File: src/rtl/ysyx_25060170_if_id_buf.sv
// IF->ID stage buffer: a DEPTH-entry FIFO of {inst, pc, pred_jump} beats
// between the fetch unit and the decoder. Handshakes on both sides, one
// flush input that empties the buffer, and registered outputs. With DEPTH>=2
// the buffer streams one beat per cycle; DEPTH=1 gives one beat every two cycles.
module ysyx_25060170_if_id_buf #(
    parameter int INST_W = 32,
    parameter int PC_W   = 32,
    parameter int DEPTH  = 2,
    parameter int CNT_W  = $clog2(DEPTH + 1)
) (
    input  logic              clk,
    input  logic              rst_n,
    input  logic              in_valid,
    output logic              in_ready,
    input  logic [INST_W-1:0] in_inst,
    input  logic [PC_W-1:0]   in_pc,
    input  logic              in_jump,
    input  logic              flush,
    output logic              out_valid,
    input  logic              out_ready,
    output logic [INST_W-1:0] out_inst,
    output logic [PC_W-1:0]   out_pc,
    output logic              out_jump,
    output logic [CNT_W-1:0]  count
);

    localparam int PTR_W = (DEPTH > 1) ? $clog2(DEPTH) : 1;
    localparam int ENT_W = INST_W + PC_W + 1;
    localparam logic [CNT_W-1:0] FULL = CNT_W'(DEPTH);
    localparam logic [PTR_W-1:0] LAST = PTR_W'(DEPTH - 1);

    logic [ENT_W-1:0] mem [DEPTH];
    logic [PTR_W-1:0] rd_ptr, wr_ptr;
    logic [PTR_W-1:0] rd_nxt, wr_nxt;
    logic [CNT_W-1:0] cnt_nxt;
    logic [ENT_W-1:0] in_ent, head_q, head_nxt;
    logic             push, pop;

    // Pointers wrap explicitly at DEPTH-1 so non-power-of-two depths work.
    function automatic logic [PTR_W-1:0] ptr_inc(input logic [PTR_W-1:0] p);
        return (p == LAST) ? '0 : p + PTR_W'(1);
    endfunction

    assign in_ent = {in_inst, in_pc, in_jump};

    // in_ready depends on registered occupancy only, never on out_ready.
    assign in_ready = (count != FULL);
    assign push     = in_valid & in_ready & ~flush;
    assign pop      = out_valid & out_ready & ~flush;

    assign {out_inst, out_pc, out_jump} = head_q;

    // Next pointers, occupancy and the head the output register will hold.
    always_comb begin
        // NOTE: every signal gets a default first so no path leaves it unassigned (no latch).
        rd_nxt   = pop  ? ptr_inc(rd_ptr) : rd_ptr;
        wr_nxt   = push ? ptr_inc(wr_ptr) : wr_ptr;
        cnt_nxt  = count;
        head_nxt = '0;

        if (push && !pop) begin
            cnt_nxt = count + CNT_W'(1);
        end else if (pop && !push) begin
            cnt_nxt = count - CNT_W'(1);
        end

        // The new head is the incoming beat when it lands in the head slot,
        // since storage is only written at the coming edge.
        if (cnt_nxt != '0) begin
            head_nxt = (push && (wr_ptr == rd_nxt)) ? in_ent : mem[rd_nxt];
        end

        if (flush) begin
            rd_nxt   = '0;
            wr_nxt   = '0;
            cnt_nxt  = '0;
            head_nxt = '0;
        end
    end

    // Control state and registered outputs.
    always_ff @(posedge clk or negedge rst_n) begin
        if (!rst_n) begin
            rd_ptr    <= '0;
            wr_ptr    <= '0;
            count     <= '0;
            out_valid <= 1'b0;
            head_q    <= '0;
        end else begin
            // NOTE: non-blocking so every register samples pre-edge values.
            rd_ptr    <= rd_nxt;
            wr_ptr    <= wr_nxt;
            count     <= cnt_nxt;
            out_valid <= (cnt_nxt != '0);
            head_q    <= head_nxt;
        end
    end

    // Beat storage, written on accepted pushes.
    // NOTE: storage has no reset; occupancy decides what is valid, so its content is don't-care.
    always_ff @(posedge clk) begin
        if (push) begin
            mem[wr_ptr] <= in_ent;
        end
    end

`ifndef SYNTHESIS
    // Push into a full buffer or pop from an empty one means the handshake logic is broken.
    always @(posedge clk) begin
        if (rst_n) begin
            assert (!(push && (count == FULL)));
            assert (!(pop && (count == '0)));
        end
    end
`endif

endmodule
File: config.mk
export PLATFORM = sky130hd
export DESIGN_NAME = ysyx_25060170_if_id_buf
export DESIGN_NICKNAME = d
export VERILOG_FILES = /design/src/rtl/ysyx_25060170_if_id_buf.sv
export SDC_FILE = /design/constraint.sdc
export NUM_CORES = 1
export LEC_CHECK = 0
export BUFFER_PORTS_ARGS = -buffer_cell sky130_fd_sc_hd__buf_4
export CORE_MARGIN = 1.5
export CORE_UTILIZATION = 52
export CTS_BUF_LIST = sky130_fd_sc_hd__clkbuf_8
export DETAILED_ROUTE_END_ITERATION = 7
export PLACE_DENSITY = 0.78
export SLEW_MARGIN = 20
export SYNTH_ARGS = -nofsm -noshare
export SYNTH_HDL_FRONTEND = slang
export SYNTH_SLANG_ARGS = --single-unit
File: constraint.sdc
create_clock -name clk -period 4.6 [get_ports clk]
set_clock_uncertainty 0.1 [all_clocks]
set_input_delay 0.23 -clock clk [delete_from_list [all_inputs] [get_ports clk]]
set_output_delay 0.23 -clock clk [all_outputs]
set_load 0.05 [all_outputs]
* Word-level counts from Yosys, hierarchy flattened
Memory sizes are Yosys's and may differ from the RTL's.
Cells that the tools add are included.
** Word-level totals
- Output and inout bits :: 69
- Memories kept :: 1
- Bits in read-only memories :: 0
- Register bits :: 70
- Bits in latches :: 0
- Logic and storage cells :: 39
- Memory bits (writable) :: 130
** Cells by class
- Div/mod/pow operators :: 0
- Muxes and demuxes :: 14
- Multiply operators :: 0
- Add/subtract/negate cells :: 4
- Reduce and logical (&&, ||, !) cells :: 8
- Bitwise gates (word level) :: 5
- Equality and inequality tests :: 2
- Shift-type cells :: 0
- Order comparisons :: 0
** Memories
- mem :: words 2, width 65, read ports 1, clocked after Yosys merged registers in 0, write ports 1, RTL line 32 : logic [ENT_W-1:0] mem [DEPTH];
** Operator list (count)
- 2-to-1 mux 65 bit :: 3
- 2-to-1 mux 1 bit :: 8
- 2-to-1 mux 2 bit :: 3
- nonzero test 2 bit :: 3
- AND 1 bit :: 4
- logical AND 1 bit :: 3
- adder 1 bit (second input constant) :: 2
- adder 2 x 1 -> 2 bit (second input constant) :: 1
- zero test 1 bit :: 2
- != test 2 bit (second input constant) :: 1
- subtractor 2 x 1 -> 2 bit (second input constant) :: 1
- equality test 1 bit :: 1
- NOT 1 bit :: 1

* Depth between registers and ports, before layout
- Depth in word-level cells :: 10
- Mapped depth :: 10
- Depth with buffers taken out :: 6

* Least setup slack after synthesis
OpenSTA, ideal clock, no wires.
- Path type :: flip-flop to flip-flop
- Start :: register count[0]
- End :: memory mem[0][0] in the netlist's numbering, enable pin
- Library setup time :: 0.488 ns
- Stages on the path, launching flop included :: 10
- Data arrival time :: 4.666 ns
- Period minus slack after synthesis :: 5.255 ns
- Setup slack :: -0.655 ns
- Path through :: dfrtp_1 > inv_1 > ha_1 > nand2b_1 > buf_6 > or2_0 > clkbuf_1 > buf_2 > buf_2 > nor2_1
** Between the ends
- Longest elaborated chain between the ends :: 5
** Ends and longest elaborated chain
- start: declaration :: RTL line 24 : output logic [CNT_W-1:0] count
- start signal: assignment :: RTL line 93 : count <= cnt_nxt;
- != test 2 bit :: RTL line 47 : assign in_ready = (count != FULL);
- AND 1 bit (2 in a row) :: RTL line 48 : assign push = in_valid & in_ready & ~flush;
- 2-to-1 mux 1 bit :: RTL line 102 : if (push) begin
- 2-to-1 mux 1 bit (not written as such) :: RTL line 103 : mem[wr_ptr] <= in_ent;
- end: declaration :: RTL line 32
No other way between the ends.

* Worst setup path in the final report
- Start :: register count[0]
- End :: register head_q[52]
** Between the ends
- Longest elaborated chain between the ends :: 10
** Ends and longest elaborated chain
- != test 2 bit :: RTL line 47
- AND 1 bit (2 in a row) :: RTL line 48
- zero test 1 bit :: RTL line 63 : end else if (pop && !push) begin
- logical AND 1 bit :: RTL line 63
- 2-to-1 mux 2 bit :: RTL line 63
- 2-to-1 mux 2 bit :: RTL line 61 : if (push && !pop) begin
- nonzero test 2 bit :: RTL line 69 : if (cnt_nxt != '0) begin
- 2-to-1 mux 65 bit * :: RTL line 69
- 2-to-1 mux 65 bit * :: RTL line 73 : if (flush) begin
- net head_nxt[52] :: RTL line 36 : logic [ENT_W-1:0] in_ent, head_q, head_nxt;
- end signal: assignment :: RTL line 95 : head_q <= head_nxt;
- end: declaration :: RTL line 36
Mark *: on every way through the listed nets, which the timed path passes. The rest lies on a longest branch.
A chain may end at the register's enable or synchronous reset.

==> summary.md <==
| Metric | Value |
|---|---|
| Status | finished, violations left |
| Failing checks | design-rule violations |
| Final GP Congestion | between 0.8 and 0.9 |
| Max cap viols | 0 |
| Worst VDD drop | 0.000365 V |
| Die area | around 0.016 sq mm |
| Place WS | ~1.3 ns |
| Post-synthesis cell count | around 540 |
| Worst-path cell chain | inv_1, ha_1, nand2b_1, or2_2, or2_4, a311oi_1 |
| Via count | between 5000 and 6000 |
| Clock latency on the worst-skew pair | around 0.46 ns |
| Io pins | around 140 |
| DR WL/cell | about 20 microns |
| Minimum clock period | ~3.3 ns |
| Worst Reg-to-Reg Cells | 6 |
| Layout cells sized above 1 | 0.320 |
| Synth area leader | edfxtp_1 |
| Hold-fix buffers, CTS | between 60 and 70 |
| DR iter-0 viols | 374 |
| Number of remaining DRC errors | 3 |
| Int Pwr | about 3600 uW |
| Crit share post-route | 0.724 |
| Wl on met1 | between 7000 and 8000 microns |
| P_sw | 2570 uW |
| CP Max Fanout | 65 |
| Crit path kind | reg2reg |
| Synth Cell Area | between 0.007 and 0.008 sq mm |
| Leakage | approximately 0.0039 uW |
| Number of global-route vias before repair | roughly 5600 |
| Fmax | ~0.3 GHz |
| Die Width | about 130 microns |
| DIE HEIGHT | 126 microns |
| Final Util | 0.690 |
| Slowest Stage Delay on Critical Path | 0.99 ns |
| Top layer in use | met4 |
| CTS sink cnt | 200 |
| CP Launch Type | flip-flop |
| Clock-pin transition on the worst setup and hold timing paths | 0.10 ns |
| GRT Total Usage | 0.240 |
| Comb power frac | 0.422 |
| Syn-to-layout area delta | 29.0% |
| Final setup viols | 0 |
| H-tree levels | 4 |
| Cell Pwr Density | 608 mW/mm^2 |
| Core Rows | 44 |
| Worst Path Required | approximately 4.8 ns |
| Tightest Pin Transition | between 1 and 1.5 ns |
| Max-slew violations | 0 |
| Setup Buffers After CTS | 0 |
| Clock share of power | 0.188 |
| Critical Path End Type | flip-flop |
| Seq pwr share | 0.391 |
| Met3 WL | 940 microns |
| Yosys cell types | 27 |
| Synth top area share | 0.498 |
| Post-route setup slack | approximately 1.3 ns |
| Mapped Nets | 610 |
| N_diodes | 0 |
| Port Buffer Count | between 100 and 150 |
| Placeable Area | 0.0146 sq mm |
| Yosys warns | 0 |
| Final Hold Viols | 0 |
| CTS tree | yes |
| RSZ-0062 raised after global routing | no |
| Pre-antenna DRT Iters | 8 |
| Routed wl met2 | between 9000 and 10000 microns |
| CTS Buffer Depth | 2 |
| Dpl cells | between 800 and 900 |
| Grt total ovfl | 0 |
| Starting Density | 0.535 |
| FF+latch count, synth | 200 |
| Switching fraction of total power | 0.419 |
| Nets@finish | 798 |
| Root buffer cell | clkbuf_8 |
| Post-synthesis sequential area ratio | 0.722 |
| Hold path cells | 4 |
| CP max stage cell | or2_4 |
| Antenna Nets Post-Route | 0 |
| Post-DP HPWL | 10400 microns |
| Initial antenna violation count | 0 |
| Mean Syn Cell Area | 14.5 sq um |
| CP arrival | 3.48 ns |
| Min-delay worst type | in2reg |
| Largest net degree at the start of global routing | 71 |
| Via density | around 5.7 |
| First-pass GRT wire length | ~29000 microns |
| # resized after CTS | 0 |
| Non-filler cells, final | 924 |
| Rel. slew slack | 0.258 |
| Area contributors post-synth | edfxtp_1 (50%), dfrtp_1 (22%), a311oi_2 (9.6%) |
| Drt total wl | 18400 microns |
| Total CTS buffers | 17 |
[layout by cell type, fill, tap and decap left out, types with 2 or more instances in the layout]
cell,count
clkbuf_8,19
dlygate4sd3_1,67
a211oi_1,2
clkinv_2,5
a311oi_2,50
nor2_1,5
nor3_1,65
bufinv_16,3
dfrtp_1,70
inv_6,2
a311oi_1,16
nor2_4,3
edfxtp_1,130
clkinvlp_4,2
inv_1,6
buf_12,3
nand2_1,130
buf_4,144
xnor2_1,5
[final cells by class]
| type | count | area, sq um |
|---|---|---|
| tap | 184 | 230 |
| multi-input combinational | 289 | 1980 |
| timing repair buffer | 214 | 1810 |
| inverter | 5 | 18.8 |
| clock buffer | 19 | 262 |
| fill | 969 | 4540 |
| clock inverter | 13 | 151 |
| sequential | 200 | 5660 |
[cells by family (layout without fill, tap and decap cells)]
| group | count (synthesis) | count (layout) | share of synthesized area |
|---|---|---|---|
| adders and majority gates | 1 | 1 | 0.00160 |
| DFF | 200 | 200 | 0.722 |
| AOI/OAI and AO/OA | 69 | 69 | 0.117 |
| and+or+nand+nor | 210 | 210 | 0.114 |
| xor gates and xnor gates | 8 | 8 | 0.00990 |
| buffers and inverters | 50 | 251 | 0.0340 |
| muxes | 1 | 1 | 0.00128 |
[cell usage after synthesis]
master	instances
buf_6	8
or2_1	1
clkbuf_1	22
a211oi_1	2
nor2_1	8
nor4b_1	1
xnor2_2	1
mux2i_1	1
xnor2_1	6
nor3_1	65
nand3b_1	1
nand2b_1	1
ha_1	1
a311oi_1	16
buf_2	12
or2_0	1
and4b_1	1
a311oi_2	50
dfrtp_1	70
inv_1	5
a2111oi_2	1
nand2_1	130
xor2_1	1
buf_1	2
edfxtp_1	130
and2_1	1
buf_4	1
[metal layers]
layer | up-vias | track usage
met4 | 0 | 0.0879
li1 | 2378 | -
met1 | 2655 | 0.302
met5 | - | 0
met2 | 198 | 0.412
met3 | 36 | 0.0540
[power groups by stage]
stage          sequential, uW  combinational [uW]  clock [uW]
2_1_floorplan            3200                1000           0
3_3_place_gp             2420                2460           0
3_5_place_dp             2430                2540           0
4_1_cts                  2400                2590        1170
5_1_grt                  2430                2720        1230
6_report                 2400                2590        1150
[flip-flops by register name, summed over array words and instances, names as in the netlist]
register / cells
mem: 130
out_valid: 1
wr_ptr: 1
count: 2
rd_ptr: 1
head_q: 65
[per-stage QoR]
stage | hold WS (ns) | setup TNS, ns | cell area, sq um | total power (uW)
2_1_floorplan | -0.166 | -85.09 | 7840 | 4210
3_3_place_gp | 0.327 | 0 | 9000 | 4880
3_5_place_dp | 0.328 | 0 | 9020 | 4970
4_1_cts | 0.242 | 0 | 10100 | 6160
5_1_grt | 0.302 | 0 | 10100 | 6370
6_report | 0.297 | 0 | 10100 | 6140
[critical path, delay by kind of cell, from the launching register on]
family / cells / cell delay [ns]
AND/OR/NAND/NOR: 3 / 1.97
AO/OA/AOI/OAI: 1 / 0.26
flip-flops: 1 / 0.47
adder cells (fa/ha/maj): 1 / 0.20
buffers and inverters: 1 / 0.09
[worst paths after layout]
path                       slack [ns]  startpoint    endpoint
hold reg to reg                  0.44  mem[0][46]  head_q[46]
setup / recovery                 1.27    count[0]  head_q[52]
hold / removal                   0.30    in_valid      wr_ptr
min in group asynchronous        0.32       rst_n   out_valid
setup reg to reg                 1.27    count[0]  head_q[52]
max in group asynchronous        3.42       rst_n   head_q[6]
No activity file was read; power rests on OpenSTA's default activity.
